### src/rtl/serial_add_ctrl.sv
// Bit-serial adder: one full-adder cell and a carry flip-flop produce A+B+ci
// LSB first over WIDTH cycles, sequenced by an IDLE/RUN/DONE controller.

module full_adder (
    input  logic a,
    input  logic b,
    input  logic ci,
    output logic sum,
    output logic co
);

    assign sum = a ^ b ^ ci;
    assign co  = (a & b) | (ci & (a ^ b));

endmodule

module serial_add_ctrl #(
    parameter int WIDTH = 8
) (
    input  logic             clk,
    input  logic             reset_n,
    input  logic             start,
    input  logic [WIDTH-1:0] a,
    input  logic [WIDTH-1:0] b,
    input  logic             ci,
    output logic             busy,
    output logic             done,
    output logic [WIDTH-1:0] sum,
    output logic             co
);

    // One spare counter bit so the final increment to WIDTH never wraps.
    localparam int CNT_W = $clog2(WIDTH) + 1;
    localparam logic [CNT_W-1:0] LAST_BIT = CNT_W'(WIDTH - 1);

    typedef enum logic [1:0] {
        IDLE = 2'd0,
        RUN  = 2'd1,
        DONE = 2'd2
    } state_t;

    state_t state;
    state_t state_next;

    logic             load;
    logic             shift;
    logic [WIDTH-1:0] a_sr;
    logic [WIDTH-1:0] b_sr;
    logic [WIDTH-1:0] result;
    logic             carry;
    logic [CNT_W-1:0] cnt;
    logic             fa_sum;
    logic             fa_co;

    full_adder u_fa (
        .a   (a_sr[0]),
        .b   (b_sr[0]),
        .ci  (carry),
        .sum (fa_sum),
        .co  (fa_co)
    );

    always_ff @(posedge clk or negedge reset_n) begin
        if (!reset_n) begin
            state <= IDLE;
        end else begin
            state <= state_next;
        end
    end

    always_comb begin
        state_next = state;
        busy       = 1'b0;
        done       = 1'b0;
        load       = 1'b0;
        shift      = 1'b0;
        case (state)
            IDLE: begin
                if (start) begin
                    load       = 1'b1;
                    state_next = RUN;
                end
            end
            RUN: begin
                busy  = 1'b1;
                shift = 1'b1;
                if (cnt == LAST_BIT) begin
                    state_next = DONE;
                end
            end
            DONE: begin
                done       = 1'b1;
                state_next = IDLE;
            end
            default: begin
                state_next = IDLE;
            end
        endcase
    end

    // Sum bits enter at the MSB so that after WIDTH shifts bit 0 holds the first one.
    always_ff @(posedge clk or negedge reset_n) begin
        if (!reset_n) begin
            a_sr   <= '0;
            b_sr   <= '0;
            result <= '0;
            carry  <= 1'b0;
            cnt    <= '0;
        end else if (load) begin
            a_sr  <= a;
            b_sr  <= b;
            carry <= ci;
            cnt   <= '0;
        end else if (shift) begin
            a_sr   <= a_sr >> 1;
            b_sr   <= b_sr >> 1;
            result <= {fa_sum, result[WIDTH-1:1]};
            carry  <= fa_co;
            cnt    <= cnt + CNT_W'(1);
        end
    end

    assign sum = result;
    assign co  = carry;

endmodule

### config.mk
export PLATFORM = sky130hd
export DESIGN_NAME = serial_add_ctrl
export DESIGN_NICKNAME = d
export VERILOG_FILES = /design/src/rtl/serial_add_ctrl.sv
export SDC_FILE = /design/constraint.sdc
export NUM_CORES = 1
export LEC_CHECK = 0
export CORE_UTILIZATION = 50
export DETAILED_ROUTE_END_ITERATION = 7
export HOLD_SLACK_MARGIN = 0.03
export PLACE_DENSITY = 0.85
export SYNTH_ARGS = -nofsm -noshare
export SYNTH_HDL_FRONTEND = slang
export SYNTH_SLANG_ARGS = --single-unit
### constraint.sdc
create_clock -name clk -period 1.34 [get_ports clk]
set_input_delay 0.268 -clock clk [delete_from_list [all_inputs] [get_ports clk]]
set_output_delay 0.268 -clock clk [all_outputs]
set_load 0.01 [all_outputs]
Word level (Yosys, flattened, before mapping)

Cells that the tools add are included.

Add/subtract/negate cells: 1
Eq/ne operators: 5
Mux-type cells: 15
Bitwise gates (word level): 6
Reductions and logical operators: 4

Operator list:

| operator                                                               | number |
|---|---|
| 8-bit two-way mux                                                      | 4 |
| 4-bit two-way mux                                                      | 2 |
| 1-bit two-way mux                                                      | 6 |
| 4-bit by 1-bit adder with 4-bit output (second input constant)         | 1 |
| 4-bit by 3-bit equality test with 1-bit output (second input constant) | 1 |
| 2-bit two-way mux                                                      | 2 |
| 2-bit inequality test (second input constant)                          | 2 |
| 2-bit one-hot mux with 2 select lines                                  | 1 |
| 2-bit AND reduction                                                    | 2 |
| 1-bit AND                                                              | 2 |
| 2-bit by 1-bit equality test with 1-bit output (second input constant) | 1 |
| 2-bit equality test (second input constant)                            | 1 |
| 2-bit zero test                                                        | 1 |
| 2-bit nonzero test                                                     | 1 |
| 1-bit bitwise XOR                                                      | 2 |
| 1-bit NOT                                                              | 1 |
| 1-bit bitwise OR                                                       | 1 |

Register bits: 31
Input port bits: 20
Output and inout port bits: 11
Logic and storage cells: 37

Longest topological paths before layout

Depth after elaboration: 5
Mapped depth: 5
Mapped depth without buffers: 4

Modules after synthesis

Synthesis repeated with hierarchy kept, for this count alone.

Cell total of the unflattened synthesis: 154
Area total of the unflattened synthesis: 1,476.4 um^2

Modules (own cells, without submodules):

| module          | instances | cells each | area an instance (um^2) | seq. area each (um^2) |
|---|---|---|---|---|
| serial_add_ctrl | 1         | 153        | 1,456.4                 | 775.7 |
| full_adder      | 1         | 1          | 20.0                    | 0.0 |

Worst setup path after synthesis

No wires, ideal clock.

Path kind: register to register
From: reg carry, in the netlist co
To: reg carry, in the netlist co
Library setup time: 0.130 ns
Data arrival time: 1.067 ns
Required time: 1.210 ns
Slack: 0.143 ns
Stages on the path, launching flop included: 4
Buffers on the path: 0
Period minus slack after synthesis: 1.197 ns
Cells stage by stage: dfrtp_1 fa_1 a22oi_1 o21ai_0

Cells in the longest elaborated chain, start to end: 4

Ends and longest elaborated chain:

| what                   | RTL line | source |
|---|---|---|
| from (decl)            | 50       | `logic carry;` |
| from (signal assigned) | 112      | `carry <= ci;` |
| from (signal assigned) | 118      | `carry <= fa_co;` |
| 1-bit AND              | 13       | `assign co = (a & b) \| (ci & (a ^ b));` |
| 1-bit bitwise OR       | 13       |  |
| 1-bit two-way mux      | 114      | `end else if (shift) begin` |
| 1-bit two-way mux      | 109      | `end else if (load) begin` |

No other way between the ends. The select of a mux whose other input is x is not followed.
A chain may end at the register's enable or synchronous reset.

Worst setup path after layout

From: reg state[0]
To: out done

Cells in the longest elaborated chain, start to end: 2

Ends and longest elaborated chain:

| what                   | RTL line | source |
|---|---|---|
| from (decl)            | 42       | `state_t state;` |
| from (signal assigned) | 67       | `state <= state_next;` |
| 2-bit equality test    | 77       | `case (state)` |
| 1-bit two-way mux      | 77       |  |
| to (decl)              | 27       | `output logic done,` |

No other way between the ends.

==> impl_metrics.yaml <==
timing:
  setup_viol: 0
  hold_viol: 0
  slew-limit-headroom_pct: 79.8
  worst_pin_slew_ps: 302
  fmax_ghz: 0.757
  slew_violations: 0
  post-route-min-period_ps: 1320
  fin_crit_sh_pct: 98.6
  skew_ps: 3.27
  final.setup.worst_slack_ps: 18.5
  finalSetupTns_ps: 0
  grt_setup_unrepaired: "yes"
worst_hold_path:
  min_path_type: "in2async"
clock_network:
  cts_buffers: 5
  clock_latency_ps: 320
  clk_pin_slew_ps: 90
  tritoncts: "done"
  root_buffer: "clkbuf_4"
  cts_sinks: 31
  h-tree-depth: 2
  clock_path_buffers: 2
worst_setup_path:
  critPathKind: "reg2out"
  endpoint_kind: "output pin"
  critical_path_peak_fanout: 3
  worstSetupStartpointType: "register"
  arrival_ps: 1050
  cp.required_ps: 1070
yosys:
  ys_seq_elements: 31
  ys_top_cells_by_count: "nand2_1, dfrtp_1, a22oi_2, o21ai_2"
  synth.distinct_cells: 28
  synth_largest_area_cell: "dfrtp_1"
  netlist_area_sq_um: 1500
  synth-edff-count: 0
  syn_avg_cell_area_sq_um: 10.5
  synth_ff_type: "dfrtp_1"
  async_flop_share_pct: 100
  syn_nets: 165
  syn_inst: 143
  synth.most_common_cell: "nand2_1"
  synth_area_leaders: "dfrtp_1, nand2_1, a22oi_2"
  ys.warnings.count: 0
  yosysTopAreaCellShare_pct: 51.8
  ys_seq_area_share_pct: 51.8
floorplan:
  num_io_pins: 31
  die_h_um: 56.7
  core_area_sq_um: 2810
  rows: 19
  dieWidth_um: 56.7
  start_util_pct: 53.3
  fp.dieArea_sq_um: 3220
detailed_routing:
  dr.pass1.iters: 6
  vias: 1189
  drc: 4
  drt-initial-drc-count: 23
  wl_mm: 3.05
  drtAntennaViolNets: 0
  wl_per_cell_um: 14.1
  viasPerCell: 5.50
power_and_ir_drop:
  vdd_drop_max_mv: 1.11
  powerDensity_nw_per_um2: 2110
  seqPwrFrac_pct: 39.3
  total_power_mw: 4.11
  combPwrFrac_pct: 49.1
  switchingPower_mw: 1.63
  p_int_mw: 2.48
  p_clk_share_pct: 11.6
  leakagePower_nw: 0.897
  switching_share_pct: 39.6
global_route:
  grt_antenna_before_repair: 0
  track_usage_pct: 21.2
  first_global_vias: 1149
  grt_pass1_wl_mm: 5.12
  grt_overflow: 0
  grt_max_degree: 32
finish:
  drive_gt1_share_pct: 25.4
  synthToLayoutAreaGrowth_pct: 29.9
  num_antenna_cells: 0
  final_nets: 208
  finalNonFillerCells: 216
  finalInstanceArea_sq_um: 1940
status:
  status: "finished with violations"
  violations: "design-rule violations"
placed_design:
  io_buffers: 30
  dp_hpwl_mm: 2.19
  pre_cts_slack_ps: -234
  gp_congestion: 0.761
  placement.cell_area_sq_um: 1870
  dp.cells: 207
flow_run:
  cap_violations: 0
==> final timing paths <==
check	start	end	slack, ps	cells past startpoint
hold reg to reg	sum[0]$_DFFE_PN0P_	sum[0]$_DFFE_PN0P_	490	2
setup / recovery	state[0]$_DFFE_PN0P_	done	20	2
hold / removal	reset_n	sum[0]$_DFFE_PN0P_	310	2
min in group clk	sum[0]$_DFFE_PN0P_	sum[0]$_DFFE_PN0P_	490	2
setup reg to reg	state[1]$_DFFE_PN0P_	cnt[3]$_DFFE_PN0P_	70	4
max in group asynchronous	reset_n	b_sr[7]$_DFFE_PN0P_	870	2
==> sequential cells by signal, indices dropped and copies added, names as in the netlist <==
signal,cells
a_sr,8
b_sr,8
cnt,4
co,1
state,2
sum,8
==> metal layers <==
layer	global-route usage [%]	wire length, um	vias to the layer above
met5	0	0	-
met1	24.8	1230	574
met3	4.84	127	5
met4	9.64	43	0
met2	36.9	1650	32
li1	-	-	578
==> cells by family after synthesis <==
group / count (synthesis) / synth area share, %
AND/OR/NAND/NOR: 53 / 16.1
AO/OA/AOI/OAI: 45 / 24.5
flip-flops: 31 / 51.8
buffers and inverters: 11 / 4.77
adder cells (fa/ha/maj): 2 / 2.17
multiplexers: 1 / 0.669
==> cells in the final DEF, fill, tap and decap left out, drive strengths merged, types with 2 or more instances in the layout <==
cell,count
a21oi,7
a22oi,16
buf,17
clkbuf,6
clkdlybuf4s50,19
dfrtp,31
dlygate4sd2,9
inv,2
nand2,38
nor2,2
nor2b,8
o21ai,18
==> critical path, stage by stage (launching register included) <==
cell and delay (ps):
dfrtp_1 430, nor2b_1 150, buf_2 150
==> area by class of cell <==
type | count | area [sq um]
Fill cell | 231 | 861
Sequential cell | 31 | 776
Multi-Input combinational cell | 101 | 664
Timing Repair Buffer | 45 | 414
Clock buffer | 6 | 41.3
Tap cell | 31 | 38.8
Inverter | 2 | 10.0
==> power groups by stage <==
| stage | Combinational [mW] | Clock (mW) | Sequential [mW] |
|---|---|---|---|
| floorplan | 1.25 | 0 | 1.63 |
| global placement | 1.89 | 0 | 1.61 |
| detailed placement | 1.97 | 0 | 1.64 |
| CTS | 1.94 | 0.491 | 1.61 |
| global route | 2.22 | 0.536 | 1.67 |
| finish | 2.02 | 0.477 | 1.61 |
==> per-stage QoR <==
step | utilization, % | hold WS [ps]
after floorplan | - | -27.6
after global placement | 66.8 | 460
after detailed placement | 66.8 | 478
after CTS | 68.3 | 301
after global routing | 69.3 | 307
final | 69.3 | 307
==> timing repair <==
item,4_1_cts,5_1_grt
hold buffers,0,0
setup endpoints to repair,12,14
resized for setup,19,4
pin swaps,0,2
buffers inserted,1,2
cloned,0,0
Note: power is estimated with default switching activity, not from simulation.
==> edit 1, RTL diff (same settings) <==
Reset style: synchronous (`reset_n`), changed in 2 clocked blocks.
--- a/src/rtl/serial_add_ctrl.sv
+++ b/src/rtl/serial_add_ctrl.sv
@@ -62,3 +62,3 @@
 
-    always_ff @(posedge clk or negedge reset_n) begin
+    always_ff @(posedge clk) begin
         if (!reset_n) begin
@@ -101,3 +101,3 @@
     // Sum bits enter at the MSB so that after WIDTH shifts bit 0 holds the first one.
-    always_ff @(posedge clk or negedge reset_n) begin
+    always_ff @(posedge clk) begin
         if (!reset_n) begin
Formal check against the unedited RTL: differs if reset_n is asserted again (counterexample within 4 cycles, from zero or initial values and one cycle with reset_n low); with reset_n held inactive, the same outputs for 10 cycles.
==> edit 1 against the unedited design <==
Critical path depth increased by 2. Critical endpoint is now b_sr[1]$_SDFFE_PN0P_. Synthesized cell count grew 12%. Synthesized area decreased by 9.9%. Setup slack improved by 0.0090 ns. Sequential cell count stayed put. Utilization down 1.1 points. Design area is 12% lower. Routed wire length down 9.0%.
Power is not compared: it rests on default switching activity, and its combinational part moved more than twofold at a synthesized area within 25%.
==> edit 1: results (changes against the unedited design) <==
The flow ran to the end, and the final reports show no timing, DRC or antenna violations. In this design, the largest share of critical-path delay is due to simple AND/OR/NAND/NOR gates. The fraction of area in non-clock buffers came out at 20.9% (-0.43 points).

The worst register-to-register path begins at state[1]$_SDFFE_PN0P_. The final weighted congestion in routability-driven placement is 0.789 (+3.7%). The number of nets in the synthesized netlist came out at 182 (+10%).

The area taken by multi-input logic gates is 642 sq um (-3.4%). The number of iterations in the first detailed-routing pass is 4 (-2). sky130_fd_sc_hd__dfxtp_1 takes more of the synthesized area than any other cell. The number of combinational gates with multiple inputs is 115 (+14%). The worst register-to-register path ends at b_sr[1]$_SDFFE_PN0P_. The largest stage delay on the critical path came out at 0.47 ns (+0.04 ns). The worst setup path is captured at a flip-flop. The share of synthesized cell area in full adder, half adder and majority cells came out at 2.41% (+0.24 points). The minimum setup slack among reg-to-reg paths came out at 0.03 ns (-0.04 ns). The power after layout came out at 0.00182 W. The pin count of the biggest net entering global routing is 29 (-9.4%). The number of DRC markers in iteration 0 came to 28 (+22%). The standard cell area after detailed placement is 0.00169 sq mm (-9.9%). The total global routing track utilization was 22.0% (+0.78 points). The relative max-transition margin is 81.6% (+1.8 points). The worst-path cell with the longest stage delay is sky130_fd_sc_hd__or3b_4. After synthesis, the most frequently instantiated cells are 34 x sky130_fd_sc_hd__nand2_1, 31 x sky130_fd_sc_hd__dfxtp_1, 27 x sky130_fd_sc_hd__a21oi_1. The cell count after synthesis is 160 (+12%).

The maximum achievable frequency is 762 MHz (+0.69%). The setup slack after placement is -0.254 ns (-0.0200 ns). The clock tree cell share of total cell area was 2.91% (+0.79 points). The layout cell share with drive strength beyond 1 came out at 14.4% (-11 points). The post-detailed-route via-to-cell ratio is 5.33 (-3.1%). The share of cell area taken by muxes after synthesis came out at 0% (-0.67 points).

The synthesized-area fraction occupied by ao, oa, aoi and oai cells was 24.4% (-0.079 points). Yosys attributes the largest share of cell area to sky130_fd_sc_hd__dfxtp_1 46%, sky130_fd_sc_hd__a21oi_1 10%, sky130_fd_sc_hd__nand2_1 9.5%, sky130_fd_sc_hd__a21boi_0 5.0%, sky130_fd_sc_hd__o21ai_0 4.5%. The post-route worst hold slack is 0.455 ns (+0.147 ns). The final cell count without fillers is 225 (+4.2%).

The async set-reset flop share out of synthesis is 0% (-100 points). The final-layout clock buffer total is 7 (+1). The critical-path maximum fanout is 15 (+12).

The flip-flop and latch share of the layout cell area is 36.3% (-3.6 points). The data arrival time of the critical path came out at 1.54 ns (+0.49 ns).
[edit 1: cell count changes in the layout (fill, tap and decap cells not counted), moves of 8 or more]
cell,unedited run,this run
sky130_fd_sc_hd__dfrtp_1,31,0
sky130_fd_sc_hd__a21boi_0,0,8
sky130_fd_sc_hd__dfxtp_1,0,28
sky130_fd_sc_hd__a21oi_1,7,27
sky130_fd_sc_hd__o21ai_2,9,0
sky130_fd_sc_hd__o21ai_0,1,9
sky130_fd_sc_hd__a22oi_2,10,0
[edit 1: repair_timing]
item,4_1_cts,5_1_grt
endpoints found under the setup margin,11,16
buffers inserted,0,0
hold endpoints to repair,0,0
gates resized for setup,17,6
[edit 1: metal layers]
| layer | track usage [%] | vias up | wire (um) |
|---|---|---|---|
| met5 | 0 | - | 0 |
| met4 | 7.89 | 0 | 41 |
| met3 | 7.63 | 5 | 149 |
| met2 | 35.4 | 32 | 1320 |
| met1 | 27.0 | 553 | 1270 |
| li1 | - | 610 | - |
==> edit 2, RTL diff (config.mk and constraints unchanged) <==
Made on the original files. Change the parameter `WIDTH` from 8 to 16.
--- a/src/rtl/serial_add_ctrl.sv
+++ b/src/rtl/serial_add_ctrl.sv
@@ -17,3 +17,3 @@
 module serial_add_ctrl #(
-    parameter int WIDTH = 8
+    parameter int WIDTH = 16
 ) (
Interface: changed (resized a, b and sum); port bits go from 31 to 55. No check against the original RTL was run, so the function may have changed too.
==> edit 2 against the unedited design <==
The flow finishes with violations (setup timing). Via count grew 72%. Design area grew 67%. Power grew 62%. Setup slack lost 0.071 ns. Sequential cell count grew 25. Combinational power grew 31%. Synthesized area grew 64%. Routed wire length grew 72%. Count of clock-buffer cells in the layout is the same. Synthesized cell count grew 92%. Critical path type unchanged.
==> edit 2: results (changes against the unedited design) <==
The setup-violating endpoint count in the final report is 34 (+34). The hold buffer count at cts came out at 1 (+1). The post-cts repair resize count came out at 23 (+4). The count of buffers inserted at the top-level ports came out at 54 (+80%). The final setup slack of the worst path is -0.0526 ns (-0.0712 ns).

The fraction of met2 tracks used by global routing is 36.9% (about the same). The average wire per cell in the routed design came out at 13.2 um (-6.3%). The clock tree cell share of total cell area came out at 3.32% (+1.2 points). The flow ran to the end, but the final reports show violations. The relative max-transition margin came out at 79.3% (-0.55 points).

Sorting the synthesized cells by how often they occur yields 118 x sky130_fd_sc_hd__nand2_1, 56 x sky130_fd_sc_hd__dfrtp_1, 27 x sky130_fd_sc_hd__a31oi_1, 27 x sky130_fd_sc_hd__nor2_1, 10 x sky130_fd_sc_hd__buf_2. The fraction of area in non-clock buffers is 21.2% (-0.15 points). The multi-input gate share of total cell area is 29.4% (-4.7 points). The number of iterations in the first detailed-routing pass is 4 (-2). The post-detailed-route via-to-cell ratio is 5.17 (-6.1%). After synthesis, the cell types taking the most area are sky130_fd_sc_hd__dfrtp_1 57%, sky130_fd_sc_hd__nand2_1 18%, sky130_fd_sc_hd__a31oi_1 6.9%, sky130_fd_sc_hd__nor2_1 4.1%, sky130_fd_sc_hd__buf_6 3.2%. The pin count of the biggest net entering global routing is 61 (+91%).

The final reports fail on setup timing. The flop and latch count out of synthesis is 56 (+81%). The area taken by flip-flops and latches came out at 0.00140 sq mm (+81%). The number of nets in the synthesized netlist is 313 (+90%).

The worst clock skew is 0.0101 ns (+0.00687 ns). CTS placed an instance of sky130_fd_sc_hd__clkbuf_8 at the clock tree root. The largest voltage drop on the vdd net is 956 uV (-14%). The part of the power in registers came out at 44.2% (+4.9 points). The count of different cell masters after synthesis came to 26 (-7.1%). The met3 layer usage reported by global route is 5.00% (+0.16 points). The number of DRC markers in iteration 0 came out at 123 (+430%). The number of nets in the final layout is 368 (+77%).

The number of non-clock buffers is 66 (+47%). The path type of the worst min-delay path is in -> reg. The standard cell area after detailed placement came out at 0.00302 sq mm (+61%). The global-route wire length before repair was 8440 um (+65%). The power density over the cells is 2060 mW/mm^2 (-2.6%).

The total combinational power is 0.00264 W (+31%). The reported leakage power came out at 1.58 nW (+76%).
==> edit 2: changes by cell type after synthesis, moves of 7 or more <==
cell / change
sky130_fd_sc_hd__nand2_1: +81
sky130_fd_sc_hd__buf_2: +7
sky130_fd_sc_hd__dfrtp_1: +25
sky130_fd_sc_hd__o21ai_2: -9
sky130_fd_sc_hd__a31oi_1: +27
sky130_fd_sc_hd__nor2_1: +25
sky130_fd_sc_hd__a22oi_2: -10
==> edit 2: logic make-up (layout without fill, tap and decap cells) <==
family,Yosys count,after routing,synth area share (%)
buf+inv,20,76,5.72
compound gates,38,38,9.86
fa+ha+maj,3,3,1.84
flops,56,56,57.2
simple gates,156,156,25.0
mux,1,1,0.409
==> edit 2: routing by layer <==
layer	wire length, um	share of wire (%)	vias up
met3	265	5.0	4
li1	-	-	999
met2	2760	53	64
met1	2170	41	984
met5	0	0	-
met4	55	1.0	0
==> edit 2: critical path: stages (launching register included) <==
cell and delay (ns):
sky130_fd_sc_hd__dfrtp_1 0.44, sky130_fd_sc_hd__nand2b_4 0.17, sky130_fd_sc_hd__inv_2 0.07, sky130_fd_sc_hd__buf_2 0.14
==> edit 2: final timing paths <==
path | cells after the start | slack (ns) | endpoint
setup / recovery | 3 | -0.05 | busy
hold / removal | 4 | 0.37 | b_sr[0]$_DFFE_PN0P_
setup reg to reg | 4 | -0.05 | a_sr[6]$_DFFE_PN0P_
hold reg to reg | 2 | 0.47 | sum[0]$_DFFE_PN0P_
max in group asynchronous | 3 | 0.60 | state[0]$_DFFE_PN0P_
min in group asynchronous | 3 | 0.49 | sum[7]$_DFFE_PN0P_
==> edit 2: stage by stage <==
stage / cells / util [%]
after floorplan: 274 / -
after global placement: 385 / 64.0
after detailed placement: 385 / 64.0
after CTS: 395 / 66.2
after global routing: 397 / 68.6
final: 397 / 68.6
